**src/rtl/stopwatch_ctrl.sv**
```systemverilog
// Stopwatch control and counting stage: start/pause/lap/clear FSM over a
// 00.0-99.9 s BCD count, feeding three digits to the 7-segment decoder.
//
// Ports:
//   clk        system clock, rising edge
//   rst        asynchronous active-high reset
//   tick       1-cycle count enable, one per 0.1 s
//   btn_start  raw start/stop level (asynchronous)
//   btn_lap    raw lap/clear level (asynchronous)
//   dig2..dig0 displayed BCD digits (tens, seconds, tenths)
//   dpt        decimal points, constant 3'b010
//   running    high in RUN or LAP
//   lap_view   high in LAP (display frozen on lap register)
//   ovf        sticky saturation flag (WRAP=0 only)
module stopwatch_ctrl #(
  parameter int WRAP     = 1,
  parameter int MAX_TENS = 9
) (
  input  logic       clk,
  input  logic       rst,
  input  logic       tick,
  input  logic       btn_start,
  input  logic       btn_lap,
  output logic [3:0] dig2,
  output logic [3:0] dig1,
  output logic [3:0] dig0,
  output logic [2:0] dpt,
  output logic       running,
  output logic       lap_view,
  output logic       ovf
);

  localparam logic [3:0] LP_MAX = 4'(MAX_TENS);

  typedef enum logic [1:0] {
    S_IDLE,
    S_RUN,
    S_LAP,
    S_PAUSE
  } state_t;

  state_t     r_state;
  logic [1:0] r_s1, r_s2, r_s3;
  logic [1:0] r_vld;
  logic [1:0] r_arm;
  logic [3:0] r_d2, r_d1, r_d0;
  logic [3:0] r_l2, r_l1, r_l0;
  logic       r_run;
  logic       r_lapv;
  logic       r_ovf;

  logic [1:0] w_btn;
  logic [1:0] w_press;
  logic       w_start;
  logic       w_lap;
  logic       w_cnt;
  logic       w_term;
  logic [3:0] w_n2, w_n1, w_n0;

  // Bit 0 = start, bit 1 = lap.
  assign w_btn = {btn_lap, btn_start};

  // r_vld[1] marks that s2 now holds a genuinely sampled level. A button
  // only arms once s2 has been seen low, so a button held across reset
  // release cannot produce a press until it is released and pressed again.
  always_ff @(posedge clk or posedge rst) begin
    if (rst) begin
      r_s1  <= '0;
      r_s2  <= '0;
      r_s3  <= '0;
      r_vld <= '0;
      r_arm <= '0;
    end else begin
      r_s1  <= w_btn;
      r_s2  <= r_s1;
      r_s3  <= r_s2;
      r_vld <= {r_vld[0], 1'b1};
      r_arm <= r_arm | ({2{r_vld[1]}} & ~r_s2);
    end
  end

  assign w_press = r_s2 & ~r_s3 & r_arm;
  assign w_start = w_press[0];
  assign w_lap   = w_press[1];

  assign w_cnt  = tick & ((r_state == S_RUN) | (r_state == S_LAP));
  assign w_term = (r_d2 == LP_MAX) & (r_d1 == 4'd9) & (r_d0 == 4'd9);

  // BCD increment; terminal count rolls to 000 (used only when WRAP=1).
  always_comb begin
    w_n2 = r_d2;
    w_n1 = r_d1;
    w_n0 = r_d0 + 4'd1;
    if (r_d0 == 4'd9) begin
      w_n0 = 4'd0;
      w_n1 = r_d1 + 4'd1;
      if (r_d1 == 4'd9) begin
        w_n1 = 4'd0;
        w_n2 = r_d2 + 4'd1;
      end
    end
    if (w_term) begin
      w_n2 = 4'd0;
      w_n1 = 4'd0;
      w_n0 = 4'd0;
    end
  end

  always_ff @(posedge clk or posedge rst) begin
    if (rst) begin
      r_state <= S_IDLE;
      r_d2    <= '0;
      r_d1    <= '0;
      r_d0    <= '0;
      r_l2    <= '0;
      r_l1    <= '0;
      r_l0    <= '0;
      r_run   <= 1'b0;
      r_lapv  <= 1'b0;
      r_ovf   <= 1'b0;
    end else begin
      if (w_cnt) begin
        if (w_term && (WRAP == 0)) begin
          r_ovf <= 1'b1;
        end else begin
          r_d2 <= w_n2;
          r_d1 <= w_n1;
          r_d0 <= w_n0;
        end
      end
      // start has priority; a lap in the same cycle is dropped.
      unique case (r_state)
        S_IDLE: begin
          if (w_start) begin
            r_state <= S_RUN;
            r_run   <= 1'b1;
          end
        end
        S_RUN: begin
          if (w_start) begin
            r_state <= S_PAUSE;
            r_run   <= 1'b0;
          end else if (w_lap) begin
            r_state <= S_LAP;
            r_lapv  <= 1'b1;
            r_l2    <= r_d2;
            r_l1    <= r_d1;
            r_l0    <= r_d0;
          end
        end
        S_LAP: begin
          if (w_start) begin
            r_state <= S_PAUSE;
            r_run   <= 1'b0;
            r_lapv  <= 1'b0;
          end else if (w_lap) begin
            r_state <= S_RUN;
            r_lapv  <= 1'b0;
          end
        end
        S_PAUSE: begin
          if (w_start) begin
            r_state <= S_RUN;
            r_run   <= 1'b1;
          end else if (w_lap) begin
            r_state <= S_IDLE;
            r_d2    <= '0;
            r_d1    <= '0;
            r_d0    <= '0;
            r_ovf   <= 1'b0;
          end
        end
      endcase
    end
  end

  assign dig2     = r_lapv ? r_l2 : r_d2;
  assign dig1     = r_lapv ? r_l1 : r_d1;
  assign dig0     = r_lapv ? r_l0 : r_d0;
  assign dpt      = 3'b010;
  assign running  = r_run;
  assign lap_view = r_lapv;
  assign ovf      = r_ovf;

endmodule

```
**config.mk**
```make
export PLATFORM = sky130hd
export DESIGN_NAME = stopwatch_ctrl
export DESIGN_NICKNAME = d
export VERILOG_FILES = /design/src/rtl/stopwatch_ctrl.sv
export SDC_FILE = /design/constraint.sdc
export NUM_CORES = 1
export LEC_CHECK = 0
export ABC_AREA = 1
export BUFFER_PORTS_ARGS = -buffer_cell sky130_fd_sc_hd__buf_2
export CELL_PAD_IN_SITES_DETAIL_PLACEMENT = 1
export CELL_PAD_IN_SITES_GLOBAL_PLACEMENT = 2
export CORE_MARGIN = 8
export CORE_UTILIZATION = 35
export CTS_CLUSTER_DIAMETER = 60
export DETAILED_ROUTE_END_ITERATION = 8
export GPL_TIMING_DRIVEN = 0
export PLACE_DENSITY = 0.82
export REMOVE_ABC_BUFFERS = 1
export SETUP_SLACK_MARGIN = 0.1
export SLEW_MARGIN = 15
export SYNTH_ARGS = -nofsm -noshare
export SYNTH_HDL_FRONTEND = slang
export SYNTH_SLANG_ARGS = --single-unit
```
**constraint.sdc**
```tcl
create_clock -name clk -period 2 [get_ports clk]
set_clock_uncertainty 0.1 [all_clocks]
set_input_delay 0.3 -clock clk [delete_from_list [all_inputs] [get_ports clk]]
set_output_delay 0.3 -clock clk [all_outputs]
set_load 0.01 [all_outputs]
```
==> results.yml, run 1 <==
worst_setup_path:
  r2r_end: "r_d2[2]"
  reg2regPathDepth: 10
  worst-endpoint-required_ns: 2.11
  crit_arrival_ns: 1.82
  critical_path.endpoint_type: "flop"
  crit_path_max_incr_delay_ns: 0.36
  critical_path.reg2reg.startpoint: "r_state[1]"
  path_common_cell: "sky130_fd_sc_hd__nand2_1"
  worstSetupStartpointType: "flop"
  timing.critical_path.max_delay_family: "simple AND/OR/NAND/NOR gates"
  setup.reg_to_reg.worst_slack_ns: 0.29
  cp_max_fo: 5
  cp.buffers_inverters: 2
  critical-path-slowest-cell: "sky130_fd_sc_hd__dfrtp_1"
  critical_path_cell_by_cell: "inv_1 -> ha_1 -> nand2_2 -> inv_4 -> nand2_2 -> nor2_4 -> nand2_1 -> nand2_1 -> nand2_1 -> nor2_1"
  worst-setup-path-type: "flop to flop"
floorplan:
  chipWidth_um: 90.4
  initial_core_util_pct: 35.7
  die-area_sq_um: 8180
  boundaryPins: 23
  placement_rows: 27
  core_area_sq_um: 5440
  die-height_um: 90.4
run_status:
  status: "completed"
global_route:
  track_usage_pct: 10.8
  grt_max_degree: 28
  first_global_vias: 1563
  grt_antenna_before_repair: 0
  grt_pass1_wl_um: 7360
  grt_overflow_total: 0
drt:
  ant_nets: 0
  wl_met3_um: 119
  post_drt_wl_per_cell_um: 12.4
  met2_length_um: 1890
  post-route-drc-count: 0
  route.top_layer_used: "met4"
  wl_um: 4040
  initialDrtViolationCount: 39
  firstDrtPassIters: 4
  via_per_inst: 4.53
  routedLengthMet1_um: 2000
  route.vias.total: 1472
sta:
  finalCritPeriodShare_pct: 85.4
  maxClockFrequency_mhz: 585
  report.final.hold_viol_count: 0
  setup_repair_after_global_routing_missed_its_margin: "no"
  report.final.setup_viol: 0
  slew_violations: 0
  fin_crit_ns: 1.71
  post_route_hold_slack_ns: 0.252
  fin_tns_setup_ns: 0
synthesis:
  synth-edff-count: 0
  synth.yosys.seq_area_share_pct: 49.0
  synth_cells: 226
  yosysWarningCount: 0
  synthDistinctLibCells: 25
  ys.flop_type: "sky130_fd_sc_hd__dfrtp_1"
  synth_common_cells: "60 x sky130_fd_sc_hd__nand2_1, 38 x sky130_fd_sc_hd__dfrtp_1, 23 x sky130_fd_sc_hd__inv_1"
  mean_instance_size_in_the_synthesized_netlist_sq_um: 8.58
  yosys_register_bits: 38
  synth_top_area_share_pct: 49.0
  async_flop_share_pct: 100
  yosys.area.top_type: "sky130_fd_sc_hd__dfrtp_1"
  synth_top_cells_by_area: "sky130_fd_sc_hd__dfrtp_1 49%, sky130_fd_sc_hd__nand2_1 12%, sky130_fd_sc_hd__ha_1 5.8%"
  cell_with_the_most_instances_after_synthesis: "sky130_fd_sc_hd__nand2_1"
  netlist_area_before_placement_sq_um: 1940
cells_and_area:
  fillerInstances: 677
  share_of_final_layout_standard_cells_stronger_than_drive_strength_1_pct: 22.5
  post-route-cell-area_sq_um: 2240
  antennaDiodeCount: 0
  nets: 266
  layout.cells.non_filler: 325
  area_growth_syn_to_layout_pct: 15.4
placement:
  port_buffers: 18
  dpl.hpwl_um: 2950
  placed_cells: 312
  placedInstanceArea_sq_um: 2090
  placer_congestion_estimate: 0.757
clock_tree:
  ctsLongestPathBuffers: 2
  numClockSinks: 38
  clk_root_buffer_cell: "sky130_fd_sc_hd__clkbuf_8"
  numCtsBuffers: 5
  insertion_delay_ns: 0.29
  tritoncts: "yes"
  clk_pin_slew_worst_paths_ns: 0.08
  cts_max_level: 2
pwr:
  p_leak_nw: 1.09
  pwr_density_cell_nw_per_um2: 1070
  power_w: 0.00239
  vdd_ir_drop_max_v: 0.000411
worst_hold_path:
  timing.hold.worst_endpoint: "r_s2[1]"
  hold_path.startpoint: "r_s1[1]"
  hold_path_class: "flop to flop"
  min_path_cells: 0
run:
  cap_viol_max_count: 0
-- cells by family after synthesis --
logic type / after synthesis / synth area share (%)
other: 2 / 0.387
adders and majority gates: 9 / 5.81
buffers and inverters: 36 / 8.52
and+or+nand+nor: 99 / 22.6
DFF: 38 / 49.0
xor gates and xnor gates: 2 / 0.903
AOI/OAI and AO/OA: 40 / 12.7
-- worst max path at each step --
stage	slack, ns	cells after the start	startpoint	end
5_1_grt	0.11	10	r_state[1]	r_d2[2]
4_1_cts	0.18	9	r_state[1]	r_d2[3]
6_report	0.29	10	r_state[1]	r_d2[2]
3_3_place_gp	0.10	9	r_state[0]	r_d2[3]
2_1_floorplan	0.39	9	r_state[1]	r_d2[3]
3_5_place_dp	0.09	9	r_state[1]	r_d2[1]
-- state kept, by name, indices dropped and copies added, names as in the netlist --
name and cells:
r_vld 2, r_s3 2, r_arm 2, r_s2 2, r_l1 4, r_state 2, running 1, r_d0 4
r_d1 4, r_d2 4, r_l0 4, r_s1 2, lap_view 1, r_l2 4
-- area by class of cell --
class                           instances  area [sq um]  area share, %
Clock buffer                            7          86.3           3.86
Timing Repair Buffer                   24           155           6.93
Tap cell                               72          90.1           4.02
Sequential cell                        38           952           42.5
Inverter                               28           108           4.81
Multi-Input combinational cell        155           842           37.6
Clock inverter                          1          5.00          0.224
-- where the power goes --
group	switching, W	internal [W]
registers	0.000162	0.000907
logic	0.000479	0.000296
clock network	0.000272	0.000278
total	0.000913	0.00148
-- layout by cell type (no fill, tap or decap) --
cell,count
sky130_fd_sc_hd__nor3_2,1
sky130_fd_sc_hd__dfrtp_1,37
sky130_fd_sc_hd__clkbuf_1,1
sky130_fd_sc_hd__a22oi_2,1
sky130_fd_sc_hd__o21bai_1,2
sky130_fd_sc_hd__o21ai_1,4
sky130_fd_sc_hd__nand2_2,5
sky130_fd_sc_hd__nand3_1,6
sky130_fd_sc_hd__nor2_2,1
sky130_fd_sc_hd__inv_1,22
sky130_fd_sc_hd__clkbuf_8,6
sky130_fd_sc_hd__inv_4,1
sky130_fd_sc_hd__dfrtp_2,1
sky130_fd_sc_hd__buf_4,2
sky130_fd_sc_hd__buf_12,1
sky130_fd_sc_hd__o21ai_2,9
sky130_fd_sc_hd__nor2_4,4
sky130_fd_sc_hd__inv_2,5
sky130_fd_sc_hd__nand2_4,1
sky130_fd_sc_hd__conb_1,5
sky130_fd_sc_hd__nor3_1,1
sky130_fd_sc_hd__o21ai_0,20
sky130_fd_sc_hd__clkinv_2,1
sky130_fd_sc_hd__a21oi_1,4
sky130_fd_sc_hd__nor2_1,18
sky130_fd_sc_hd__xor2_1,2
sky130_fd_sc_hd__nand2_1,59
sky130_fd_sc_hd__nand4_1,3
sky130_fd_sc_hd__buf_2,18
sky130_fd_sc_hd__dlygate4sd3_1,3
sky130_fd_sc_hd__ha_1,9
-- per-layer routing --
metal / global-route usage, % / up-vias
met5: 0 / -
met1: 13.8 / 698
met4: 3.33 / 0
met2: 16.8 / 17
li1: - / 753
met3: 3.41 / 4
-- worst register-to-register path: cells and delay by family (launching register included) --
family | cells | cell delay [ns]
adder cells (fa/ha/maj) | 1 | 0.31
buffers and inverters | 2 | 0.21
flip-flops | 1 | 0.36
AND/OR/NAND/NOR | 7 | 0.67
-- metrics by stage --
step / worst slack (ns) / utilization [%]
6_report: 0.291 / 41.2
5_1_grt: 0.112 / 41.2
4_1_cts: 0.182 / 40.6
3_5_place_dp: 0.0860 / 38.4
3_3_place_gp: 0.100 / 38.1
2_1_floorplan: 0.385 / -
-- repair_timing --
item,in CTS,in global routing
resized for setup,1,4
gates cloned,0,0
hold buffers,1,2
pin swaps,0,0
setup endpoints to repair,15,4
buffers inserted,2,0
hold endpoints to repair,11,2
No activity file was read; power rests on OpenSTA's default activity.
==> run 2: changes to the inputs <==
RECOVER_POWER = 50   (was not set)
==> results.yml, run 2 (synthesized netlist as in run 1, its figures left out) <==
placement:
  post-place-ws_ns: 0.0860
  port_buffers: 18
  dpl.hpwl_um: 2950
  placer_congestion_estimate: 0.757
  placedInstanceArea_sq_um: 2090
sta:
  post-route-worst-setup-slack_ns: 0.291
  worst_pin_slew_ns: 0.541
  fin_crit_ns: 1.71
  slew_violations: 0
  finalCritPeriodShare_pct: 85.4
  report.final.hold_viol_count: 0
  maxClockFrequency_mhz: 585
  report.final.setup_viol: 0
  fin_tns_setup_ns: 0
  maxSlewHeadroom_pct: 63.9
  setup_repair_after_global_routing_missed_its_margin: "no"
  post_route_hold_slack_ns: 0.252
worst_setup_path:
  crit_arrival_ns: 1.82
  critical-path-slowest-cell: "sky130_fd_sc_hd__dfrtp_1"
  reg2regPathDepth: 10
  cp_max_fo: 5
  critical_path_cell_by_cell: "inv_1 -> ha_1 -> nand2_2 -> inv_4 -> nand2_2 -> nor2_4 -> nand2_1 -> nand2_1 -> nand2_1 -> nor2_1"
  path_common_cell: "sky130_fd_sc_hd__nand2_1"
  r2r_end: "r_d2[2]"
  critical_path.reg2reg.startpoint: "r_state[1]"
  worstSetupStartpointType: "flop"
  critical_path.endpoint_type: "flop"
  crit_path_max_incr_delay_ns: 0.36
  cp.buffers_inverters: 2
  worst-endpoint-required_ns: 2.11
  timing.critical_path.max_delay_family: "simple AND/OR/NAND/NOR gates"
  worst-setup-path-type: "flop to flop"
  setup.reg_to_reg.worst_slack_ns: 0.29
drt:
  route.vias.total: 1468
  post-route-drc-count: 0
  firstDrtPassIters: 4
  post_drt_wl_per_cell_um: 12.4
  ant_nets: 0
  wl_um: 4040
  initialDrtViolationCount: 39
  via_per_inst: 4.52
floorplan:
  die-height_um: 90.4
  chipWidth_um: 90.4
  die-area_sq_um: 8180
  initial_core_util_pct: 35.7
  boundaryPins: 23
  core_area_sq_um: 5440
  placement_rows: 27
worst_hold_path:
  hold_path_class: "flop to flop"
  timing.hold.worst_endpoint: "r_s2[1]"
  hold_path.startpoint: "r_s1[1]"
  min_path_cells: 0
pwr:
  pwr_density_cell_nw_per_um2: 1070
  vdd_ir_drop_max_v: 0.000411
  p_leak_nw: 1.09
run:
  cap_viol_max_count: 0
cells_and_area:
  final-seq-area_sq_um: 952
  post-route-cell-area_sq_um: 2240
  area_growth_syn_to_layout_pct: 15.4
  final_cell_mix: "59 x sky130_fd_sc_hd__nand2_1, 37 x sky130_fd_sc_hd__dfrtp_1, 23 x sky130_fd_sc_hd__inv_1"
  multiInputGateArea_sq_um: 842
  antennaDiodeCount: 0
  fillerInstances: 677
  share_of_final_layout_standard_cells_stronger_than_drive_strength_1_pct: 22.1
  core_occupancy_in_the_finished_layout_pct: 41.2
  layout_commonest_cell: "sky130_fd_sc_hd__nand2_1"
  nets: 266
clock_tree:
  ctsLongestPathBuffers: 2
  cts_max_level: 2
  numCtsBuffers: 5
  numClockSinks: 38
  clk_pin_slew_worst_paths_ns: 0.08
  clk_root_buffer_cell: "sky130_fd_sc_hd__clkbuf_8"
  tritoncts: "yes"
  insertion_delay_ns: 0.29
global_route:
  grt_pass1_wl_um: 7360
  grt_overflow_total: 0
  grt_antenna_before_repair: 0
  grt_max_degree: 28
  first_global_vias: 1563
  track_usage_pct: 10.8
run_status:
  status: "completed"
## run 2: cell count changes in the layout (fill, tap and decap cells not counted)
cell,change
sky130_fd_sc_hd__inv_1,+1
sky130_fd_sc_hd__inv_2,-1
## run 2: cell type report
| cell class | count | area share, % |
|---|---|---|
| inverter | 28 | 4.81 |
| sequential | 38 | 42.5 |
| clock inverter | 1 | 0.224 |
| multi-input combinational | 155 | 37.6 |
| tap | 72 | 4.02 |
| timing repair buffer | 24 | 6.93 |
| clock buffer | 7 | 3.86 |
## run 2: worst max-delay path by stage
| stage | from | end | cells past startpoint |
|---|---|---|---|
| after global routing | r_state[1] | r_d2[2] | 10 |
| after global placement | r_state[0] | r_d2[3] | 9 |
| after detailed placement | r_state[1] | r_d2[1] | 9 |
| after floorplan | r_state[1] | r_d2[3] | 9 |
| final | r_state[1] | r_d2[2] | 10 |
| after CTS | r_state[1] | r_d2[3] | 9 |
## run 2: through the flow
stage / power (W) / cells
global placement: 0.00180 / 311
floorplan: 0.00158 / 221
global route: 0.00262 / 325
finish: 0.00239 / 325
CTS: 0.00243 / 323
detailed placement: 0.00183 / 312
## run 2: what timing repair did
action	CTS	global route
gates cloned	0	0
buffers inserted	2	0
hold endpoints to repair	11	2
setup endpoints to repair	15	4
gates resized for setup	1	4
hold buffers	1	2
## run 2: per-layer routing
metal	vias to the layer above	track usage (%)	wire length, um
met1	696	13.8	2010
li1	753	-	-
met3	4	3.41	115
met5	-	0	0
met2	15	16.8	1890
met4	0	3.33	27
## run 2: power by group
part	switching, W	leakage (nW)	internal, W	total [W]
clock	0.000272	0.0482	0.000278	0.000550
sequential	0.000163	0.485	0.000907	0.00107
combinational	0.000479	0.562	0.000295	0.000775
total	0.000914	1.09	0.00148	0.00239
==> run 3: changes to the inputs <==
CORE_ASPECT_RATIO = 2   (was not set)
==> results.yml, run 3 (synthesized netlist as in run 1, its figures left out) <==
run_status:
  status: "completed"
drt:
  route.vias.total: 1484
  via_per_inst: 4.79
  firstDrtPassIters: 2
  wl_met3_um: 140
  ant_nets: 0
  wl_um: 4310
  met2_length_um: 2410
  post_drt_wl_per_cell_um: 13.9
  routedLengthMet1_um: 1650
  post-route-drc-count: 0
  route.top_layer_used: "met4"
  initialDrtViolationCount: 51
pwr:
  pwr_density_cell_nw_per_um2: 1090
  p_leak_nw: 1.07
  seq_power_share_pct: 45.5
  combPwrFrac_pct: 33.6
  p_switching_w: 0.000920
  switching_share_pct: 38.7
  vdd_ir_drop_max_v: 0.000542
  pwr-share-clk_pct: 20.9
  internal_power_w: 0.00146
run:
  cap_viol_max_count: 0
global_route:
  track_usage_pct: 11.5
  grt_antenna_before_repair: 0
  grt_pass1_wl_um: 7240
  grt_max_degree: 31
  grt_overflow_total: 0
  first_global_vias: 1577
worst_setup_path:
  critical_path.endpoint_type: "flop"
  critical-path-slowest-cell: "sky130_fd_sc_hd__dfrtp_1"
  timing.critical_path.max_delay_family: "simple AND/OR/NAND/NOR gates"
  worst-endpoint-required_ns: 2.07
  critical_path_cell_by_cell: "inv_1 -> ha_4 -> nand2_2 -> inv_2 -> nand2_2 -> nor2_4 -> o21ai_0 -> nand2_1 -> a21oi_1"
  crit_arrival_ns: 1.84
  cp_max_fo: 5
  cp.buffers_inverters: 2
  worst-setup-path-type: "flop to flop"
  path_common_cell: "sky130_fd_sc_hd__nand2_2"
  worstSetupStartpointType: "flop"
  crit_path_max_incr_delay_ns: 0.38
cells_and_area:
  area_growth_syn_to_layout_pct: 12.6
  fillerInstances: 666
  layout_commonest_cell: "sky130_fd_sc_hd__nand2_1"
  share_of_final_layout_standard_cells_stronger_than_drive_strength_1_pct: 22.4
  nets: 264
  post-route-cell-area_sq_um: 2180
  antennaDiodeCount: 0
  final_cell_mix: "59 x sky130_fd_sc_hd__nand2_1, 37 x sky130_fd_sc_hd__dfrtp_1, 22 x sky130_fd_sc_hd__inv_1"
floorplan:
  placement_rows: 38
  chipWidth_um: 68.6
  boundaryPins: 23
  die-height_um: 121
  die-area_sq_um: 8320
  initial_core_util_pct: 36.1
  core_area_sq_um: 5370
sta:
  maxSlewHeadroom_pct: 49.6
  slew_violations: 0
  fin_crit_ns: 1.77
  setup_repair_after_global_routing_missed_its_margin: "no"
  report.final.hold_viol_count: 0
  fin_tns_setup_ns: 0
  maxClockFrequency_mhz: 566
  worst_pin_slew_ns: 0.756
  report.final.setup_viol: 0
  finalCritPeriodShare_pct: 88.3
clock_tree:
  insertion_delay_ns: 0.29
  ctsLongestPathBuffers: 2
  cts_max_level: 2
  clk_pin_slew_worst_paths_ns: 0.07
  numCtsBuffers: 5
  tritoncts: "yes"
  clk_root_buffer_cell: "sky130_fd_sc_hd__clkbuf_8"
  numClockSinks: 38
placement:
  dpl.hpwl_um: 3140
  placer_congestion_estimate: 0.747
  placedInstanceArea_sq_um: 2080
  port_buffers: 18
worst_hold_path:
  hold_path_class: "primary input to flop"
run 3: repair_timing:
item	CTS	global route
hold endpoints to repair	8	0
buffers inserted	0	2
pin swaps	0	1
gates resized for setup	3	2
hold buffers	1	0
endpoints found under the setup margin	14	6
run 3: final cells by class:
type,instances,area [sq um],area share (%)
Inverter,28,105,4.81
Multi-Input combinational cell,155,855,39.1
Sequential cell,38,952,43.6
Timing Repair Buffer,22,120,5.50
Tap cell,60,75.1,3.44
Clock buffer,7,76.3,3.50
run 3: per-layer routing:
metal,global-route usage [%],up-vias
li1,-,749
met1,11.8,709
met2,20.0,18
met3,2.22,8
met4,7.23,0
met5,0,-
run 3: power groups by stage:
stage	Clock [W]	Sequential [W]	Combinational, W
2_1_floorplan	0	0.00106	0.000521
3_3_place_gp	0	0.00110	0.000716
3_5_place_dp	0	0.00111	0.000739
4_1_cts	0.000517	0.00110	0.000756
5_1_grt	0.000540	0.00112	0.000925
6_report	0.000496	0.00108	0.000799
run 3: metrics by stage:
stage	utilization [%]	power (W)	instances	hold slack (ns)	setup WS [ns]
final	40.6	0.00237	310	0.0164	0.233
after global routing	40.6	0.00258	310	0.0104	0.0835
after CTS	40.4	0.00237	308	0.00434	0.146
after detailed placement	38.6	0.00185	300	0.127	0.0365
after global placement	38.3	0.00182	299	0.232	0.0685
after floorplan	-	0.00158	221	0.231	0.385
run 3: final timing paths:
| check | from | endpoint | slack, ns | cells after the start |
|---|---|---|---|---|
| setup / recovery | r_state[0] | r_d2[1] | 0.23 | 9 |
| hold / removal | btn_start | r_s1[0] | 0.02 | 1 |
| setup reg to reg | r_state[0] | r_d2[1] | 0.23 | 9 |
| hold reg to reg | r_s1[1] | r_s2[1] | 0.25 | 0 |
| max in group asynchronous | rst | lap_view | 0.31 | 4 |
| min in group asynchronous | rst | r_s3[0] | 0.42 | 3 |
